[config.mk]
export PLATFORM = sky130hd
export DESIGN_NAME = video_host_regs
export DESIGN_NICKNAME = d
export VERILOG_FILES = /design/src/rtl/video_pkg.sv /design/src/rtl/video_host_regs.sv
export SDC_FILE = /design/constraint.sdc
export NUM_CORES = 1
export LEC_CHECK = 0
export CAP_MARGIN = 5
export CORE_MARGIN = 2
export CORE_UTILIZATION = 54
export CTS_CLUSTER_SIZE = 12
export DETAILED_ROUTE_END_ITERATION = 8
export PLACE_DENSITY_LB_ADDON = 0.25
export SYNTH_ARGS = -nofsm -noshare
export SYNTH_HDL_FRONTEND = slang
export SYNTH_SLANG_ARGS = --single-unit
[constraint.sdc]
create_clock -name I_clock -period 3.1 [get_ports I_clock]
set_input_delay 0.62 -clock I_clock [delete_from_list [all_inputs] [get_ports I_clock]]
set_output_delay 0.62 -clock I_clock [all_outputs]
set_load 0.03 [all_outputs]
[src/rtl/video_pkg.sv]
// Shared types and constants for the video bus arbiter.
// Optional feature macro: VIDEO_ARB_STARVE_GUARD_EN (host starvation guard).
package video_pkg;

   localparam int C_ADDR_W     = 14;
   localparam int C_STARVE_W   = 8;
   localparam int C_STARVE_LIM = 8;

   localparam logic [2:0] C_IDX_CTRL = 3'd0;
   localparam logic [2:0] C_IDX_STAT = 3'd2;
   localparam logic [2:0] C_IDX_ADDR = 3'd6;
   localparam logic [2:0] C_IDX_DATA = 3'd7;

   typedef enum logic [1:0] {
      S_IDLE,
      S_REND,
      S_HRD,
      S_HWR
   } arb_state_t;

   function automatic logic [C_ADDR_W-1:0] f_vaddr_next(
      input logic [C_ADDR_W-1:0] vaddr,
      input logic                inc32
   );
      return vaddr + (inc32 ? C_ADDR_W'(32) : C_ADDR_W'(1));
   endfunction

endpackage

[src/rtl/video_host_regs.sv]
// Host register port: two-write VRAM address latch, auto-increment,
// PPUDATA read buffer and the single-entry pending access.
module video_host_regs
   import video_pkg::*;
(
   input  logic                I_clock,
   input  logic                I_reset,
   input  logic [2:0]          I_host_addr,
   input  logic                I_host_strobe,
   input  logic                I_host_wren,
   input  logic [7:0]          I_host_data,
   input  logic                I_busy,
   input  logic                I_grant,
   input  logic                I_rd_done,
   input  logic [7:0]          I_rd_data,
   output logic [7:0]          O_host_data,
   output logic                O_pend,
   output logic                O_pend_wr,
   output logic [C_ADDR_W-1:0] O_pend_addr,
   output logic [7:0]          O_pend_data
);

   logic [C_ADDR_W-1:0] r_vaddr;
   logic                r_toggle;
   logic                r_inc32;
   logic [7:0]          r_rbuf;
   logic [7:0]          r_host_data;
   logic                r_pend;
   logic                r_pend_wr;
   logic [C_ADDR_W-1:0] r_pend_addr;
   logic [7:0]          r_pend_data;

   // Register decode, address latch, read buffer and pending-access queue
   always_ff @(posedge I_clock or negedge I_reset) begin
      if (!I_reset) begin
         r_vaddr     <= '0;
         r_toggle    <= 1'b0;
         r_inc32     <= 1'b0;
         r_rbuf      <= 8'h00;
         r_host_data <= 8'h00;
         r_pend      <= 1'b0;
         r_pend_wr   <= 1'b0;
         r_pend_addr <= '0;
         r_pend_data <= 8'h00;
      end else begin
         if (I_grant)
            r_pend <= 1'b0;
         if (I_rd_done)
            r_rbuf <= I_rd_data;
         if (I_host_strobe) begin
            case (I_host_addr)
               C_IDX_CTRL: begin
                  if (I_host_wren)
                     r_inc32 <= I_host_data[2];
                  else
                     r_host_data <= 8'h00;
               end
               C_IDX_STAT: begin
                  if (!I_host_wren) begin
                     r_toggle    <= 1'b0;
                     r_host_data <= 8'h00;
                  end
               end
               C_IDX_ADDR: begin
                  if (I_host_wren) begin
                     r_toggle <= ~r_toggle;
                     if (!r_toggle)
                        r_vaddr[13:8] <= I_host_data[5:0];
                     else
                        r_vaddr[7:0] <= I_host_data;
                  end else begin
                     r_host_data <= 8'h00;
                  end
               end
               C_IDX_DATA: begin
                  // a data access while one is outstanding is dropped whole
                  if (!I_busy) begin
                     r_pend      <= 1'b1;
                     r_pend_wr   <= I_host_wren;
                     r_pend_addr <= r_vaddr;
                     r_pend_data <= I_host_data;
                     r_vaddr     <= f_vaddr_next(r_vaddr, r_inc32);
                     if (!I_host_wren)
                        r_host_data <= r_rbuf;
                  end
               end
               default: begin
                  if (!I_host_wren)
                     r_host_data <= 8'h00;
               end
            endcase
         end
      end
   end

   assign O_host_data = r_host_data;
   assign O_pend      = r_pend;
   assign O_pend_wr   = r_pend_wr;
   assign O_pend_addr = r_pend_addr;
   assign O_pend_data = r_pend_data;

endmodule

==> results.md <==
Synth:
- The most common flop cell mapped by yosys is sky130_fd_sc_hd__dfrtp_1.
- The flop and latch count out of synthesis is 56.
- After synthesis, the mean cell area works out to 11.03 µm².
- The number of synthesized flops with an enable pin is 0.
- Of the total synthesized cell area, the portion taken by XOR and XNOR cells is 0%.
- The synthesized area is 0.002626 mm².
- The post-synthesis compound-gate area fraction is 12.96%.
- The share of Yosys cell area claimed by the top area cell type is 53.36%.
- The dominant cell type by area after synthesis is sky130_fd_sc_hd__dfrtp_1.
- The synthesized netlist devotes 1.429% of its cell area to adder and majority cells.
- The count of unique library cells instantiated by Yosys is 40.
- In the synthesized netlist, mux cells make up 13.43% of the area.
- The number of warnings issued by yosys is 0.
- The total nets after synthesis is 267.
- The synthesized netlist devotes 14.63% of its cell area to simple gates.
- The register area share after synthesis is 53.36%.
- After synthesis, the largest family of logic cells by area is simple AND/OR/NAND/NOR gates.
- The post-synthesis async set-or-reset flop share is 100.0%.
- In the post-synthesis netlist, the biggest area contributors are sky130_fd_sc_hd__dfrtp_1, sky130_fd_sc_hd__mux2_2, sky130_fd_sc_hd__o21ai_0.
- The instance count of the mapped netlist is 238.

Global route:
- The maximum number of pins on one net before global-route repair is 36.
- The global-route wire length before repair is 9045 µm.
- The total grt overflow is 0.
- The number of global-route vias before repair is 1950.
- The number of antenna violations at the first check in global routing was 0.
- The total routing resource utilization after global routing is 21.81%.

Worst setup path:
- The type of the setup path with the least slack is primary input to flop.
- The end of the worst register-to-register path is r_vaddr[11]$_DFFE_PN0P_.
- The worst setup path is launched from a primary input.
- The startpoint identified for the worst register-to-register timing path is r_vaddr[5]$_DFFE_PN0P_.
- The required time at the endpoint of the critical path is 3.30 ns.
- The worst setup path endpoint is r_vaddr[11]$_DFFE_PN0P_.
- The most critical setup path has its startpoint at I_host_wren.
- For flop-to-flop paths, the worst setup slack is 1.13 ns.
- Data arrives at the worst endpoint at 2.50 ns.
- The worst reg-to-reg path cell count is 5.
- The largest fanout on the critical path is 12.
- The type of element capturing the critical path is a flop.

Routing:
- The first TritonRoute pass finished after 4 iterations.
- The residual DRC count is 0.
- In this run the remaining antenna-violating nets after routing total 0.
- In this run, the number of DRC markers left after iteration 0 of detailed routing was 148.
- The routed layout has 2030 vias.
- The detailed-route wire length is 5492 µm.
- Using the TritonRoute via totals, the vias-per-cell ratio works out to 5.767.
- Dividing the detail-routed wire length by the instance count gives 15.60 µm.

Final layout:
- From synthesis to final layout, the design area changed by 27.87%.
- In the final design database the tool counted 326 nets.
- Of the cells placed in the final design, the portion with a size suffix greater than 1 is 15.10%.
- The filler cell count in the final layout is 369.
- The finished cells cover 0.003358 mm².
- The number of inserted diodes is 0.
- The top cell types in the final layout, fill and taps aside, are sky130_fd_sc_hd__dfrtp_1, sky130_fd_sc_hd__clkdlybuf4s50_1, sky130_fd_sc_hd__mux2_2.
- The post-layout utilization of the core is 71.57%.

Floorplanning:
- In this run the vertical extent of the chip is 73.74 µm.
- The chip width is 73.74 µm.
- In this run the core area contains 25 standard-cell rows.
- The core region is 0.004692 mm².
- The floorplan step defined a die boundary enclosing 0.005438 mm².
- Pin placement for this block handled 58 I/O pins.
- For this configuration, the core starts out at a cell density of 55.97%.

Clocking:
- The TritonCTS clock tree is built.
- Clock tree synthesis selected as its root buffer the cell sky130_fd_sc_hd__clkbuf_8.
- The CTS H-tree depth is 2.
- The number of setup buffers added after CTS is 0.
- The number of buffers inserted during clock tree synthesis is 5.
- The clock transition time at the flip-flop clock pins of the worst setup and hold paths is 0.10 ns.
- The CTS sink count is 56.
- Buffers inserted to repair hold after CTS numbered 0.
- The number of cells upsized or downsized after cts is 0.
- The clock insertion delay at the later pin of the skew report is 0.31 ns.
- The clock passes through at most 2 buffers.

Timing:
- The worst-case clock skew is 0.003518 ns.
- The minimum clock period is 2.303 ns.
- The normalized max-slew margin is 36.22%.
- Static timing analysis puts the maximum clock frequency at 434.2 MHz.
- Across all hold checks on the routed design, the worst slack comes to 0.2619 ns.
- The number of failing hold endpoints at the final stage was 0.
- Setup repair after global routing left no endpoint under its margin.
- At the pin with the least slew margin, the transition time is 0.9567 ns.
- The setup TNS is 0 ns.
- The final-report setup violation count is 0.
- The total count of max-transition violations in the final report was 0.
- Of the available clock period, the critical path in the final layout requires 74.29%.

Hold path:
- The path class of the tightest hold or removal check is primary input to async pin.

Run:
- The max-cap check violation count is 0.

Placement:
- The routability congestion estimate from global placement is 0.8354.
- The HPWL after detailed placement is 3920 µm.
- The placed instance area is 0.003251 mm².
- The number of port buffers is 57.

Run status:
- The run finished with clean final reports.

Pwr:
- The total power after layout is 2156 µW.
- Across the VDD grid, the largest voltage drop is 0.0003305 V.
- For this design the static power due to leakage is 0.001449 µW.
- Dividing total power by cell area gives a power density of 642.0 mW/mm².
-- sequential cells by signal, indices dropped and copies added, names as in the netlist --
name / count
O_pend_data: 8
r_rbuf: 8
O_pend: 1
r_vaddr: 14
O_host_data: 8
O_pend_wr: 1
O_pend_addr: 14
r_toggle: 1
r_inc32: 1
-- metal layers --
metal / share of wire, % / track usage [%] / vias up / routed length [µm]
met5: 0 / 0 / - / 0
met4: 2.0 / 8.687 / 0 / 110
met3: 5.5 / 3.155 / 9 / 302
met2: 49 / 36.51 / 78 / 2670
met1: 44 / 28.43 / 968 / 2408
li1: - / - / 975 / -
-- area by class of cell --
class                           count  area (µm²)  share of cell area (%)
Sequential cell                    56        1401                   41.73
Multi-Input combinational cell    156        1115                   33.20
Timing Repair Buffer               63       610.6                   18.18
Clock buffer                        6       72.57                   2.161
Tap cell                           54       67.56                   2.012
Inverter                           15       56.30                   1.677
Clock inverter                      2       35.03                   1.043
-- stage by stage --
step	setup WS, ns	instances
after floorplan	1.363	238
after detailed placement	0.4755	344
after global routing	0.6001	352
final	0.7970	352
after CTS	0.8204	352
after global placement	0.5278	344
-- synth_stat cells (4+ instances only) --
master                      n
sky130_fd_sc_hd__clkbuf_1   6
sky130_fd_sc_hd__nand2_1   18
sky130_fd_sc_hd__o21ai_0   16
sky130_fd_sc_hd__nand2b_1   7
sky130_fd_sc_hd__a211oi_1   4
sky130_fd_sc_hd__inv_1     15
sky130_fd_sc_hd__and3_1     8
sky130_fd_sc_hd__mux2_2    26
sky130_fd_sc_hd__o21ai_1    5
sky130_fd_sc_hd__nand3_1   14
sky130_fd_sc_hd__dfrtp_1   56
sky130_fd_sc_hd__buf_2      4
sky130_fd_sc_hd__mux2i_1    6
sky130_fd_sc_hd__a21oi_1    4
sky130_fd_sc_hd__nor2_1     4
-- report_power, final --
part | leakage [µW] | internal, µW | switching, µW
logic | 0.000695 | 321 | 365
registers | 0.000699 | 878 | 122
clock network | 0.0000552 | 240 | 230
total | 0.00145 | 1440 | 718
-- worst min path at each step --
stage / cells after the start / from / to
2_1_floorplan: 0 / I_reset / O_host_data[0]$_DFFE_PN0P_
3_3_place_gp: 2 / O_pend_addr[11]$_DFFE_PN0P_ / O_pend_addr[11]$_DFFE_PN0P_
3_5_place_dp: 2 / O_pend_addr[11]$_DFFE_PN0P_ / O_pend_addr[11]$_DFFE_PN0P_
4_1_cts: 1 / I_reset / O_pend_addr[8]$_DFFE_PN0P_
5_1_grt: 1 / I_reset / O_pend_data[7]$_DFFE_PN0P_
6_report: 1 / I_reset / O_pend_addr[8]$_DFFE_PN0P_
-- logic make-up (layout without fill, tap and decap cells) --
| family | after synthesis | in the layout |
|---|---|---|
| flip-flops | 56 | 56 |
| multiplexers | 32 | 32 |
| buffers and inverters | 26 | 86 |
| adder cells (fa/ha/maj) | 3 | 3 |
| AO/OA/AOI/OAI | 51 | 51 |
| AND/OR/NAND/NOR | 70 | 70 |
-- worst max-delay path: stages --
cell and delay (ns):
sky130_fd_sc_hd__clkdlybuf4s50_1 0.58, sky130_fd_sc_hd__or3b_4 0.42, sky130_fd_sc_hd__a21oi_4 0.40, sky130_fd_sc_hd__mux2i_1 0.13
sky130_fd_sc_hd__or3b_1 0.35
No activity file was read; power rests on OpenSTA's default activity.
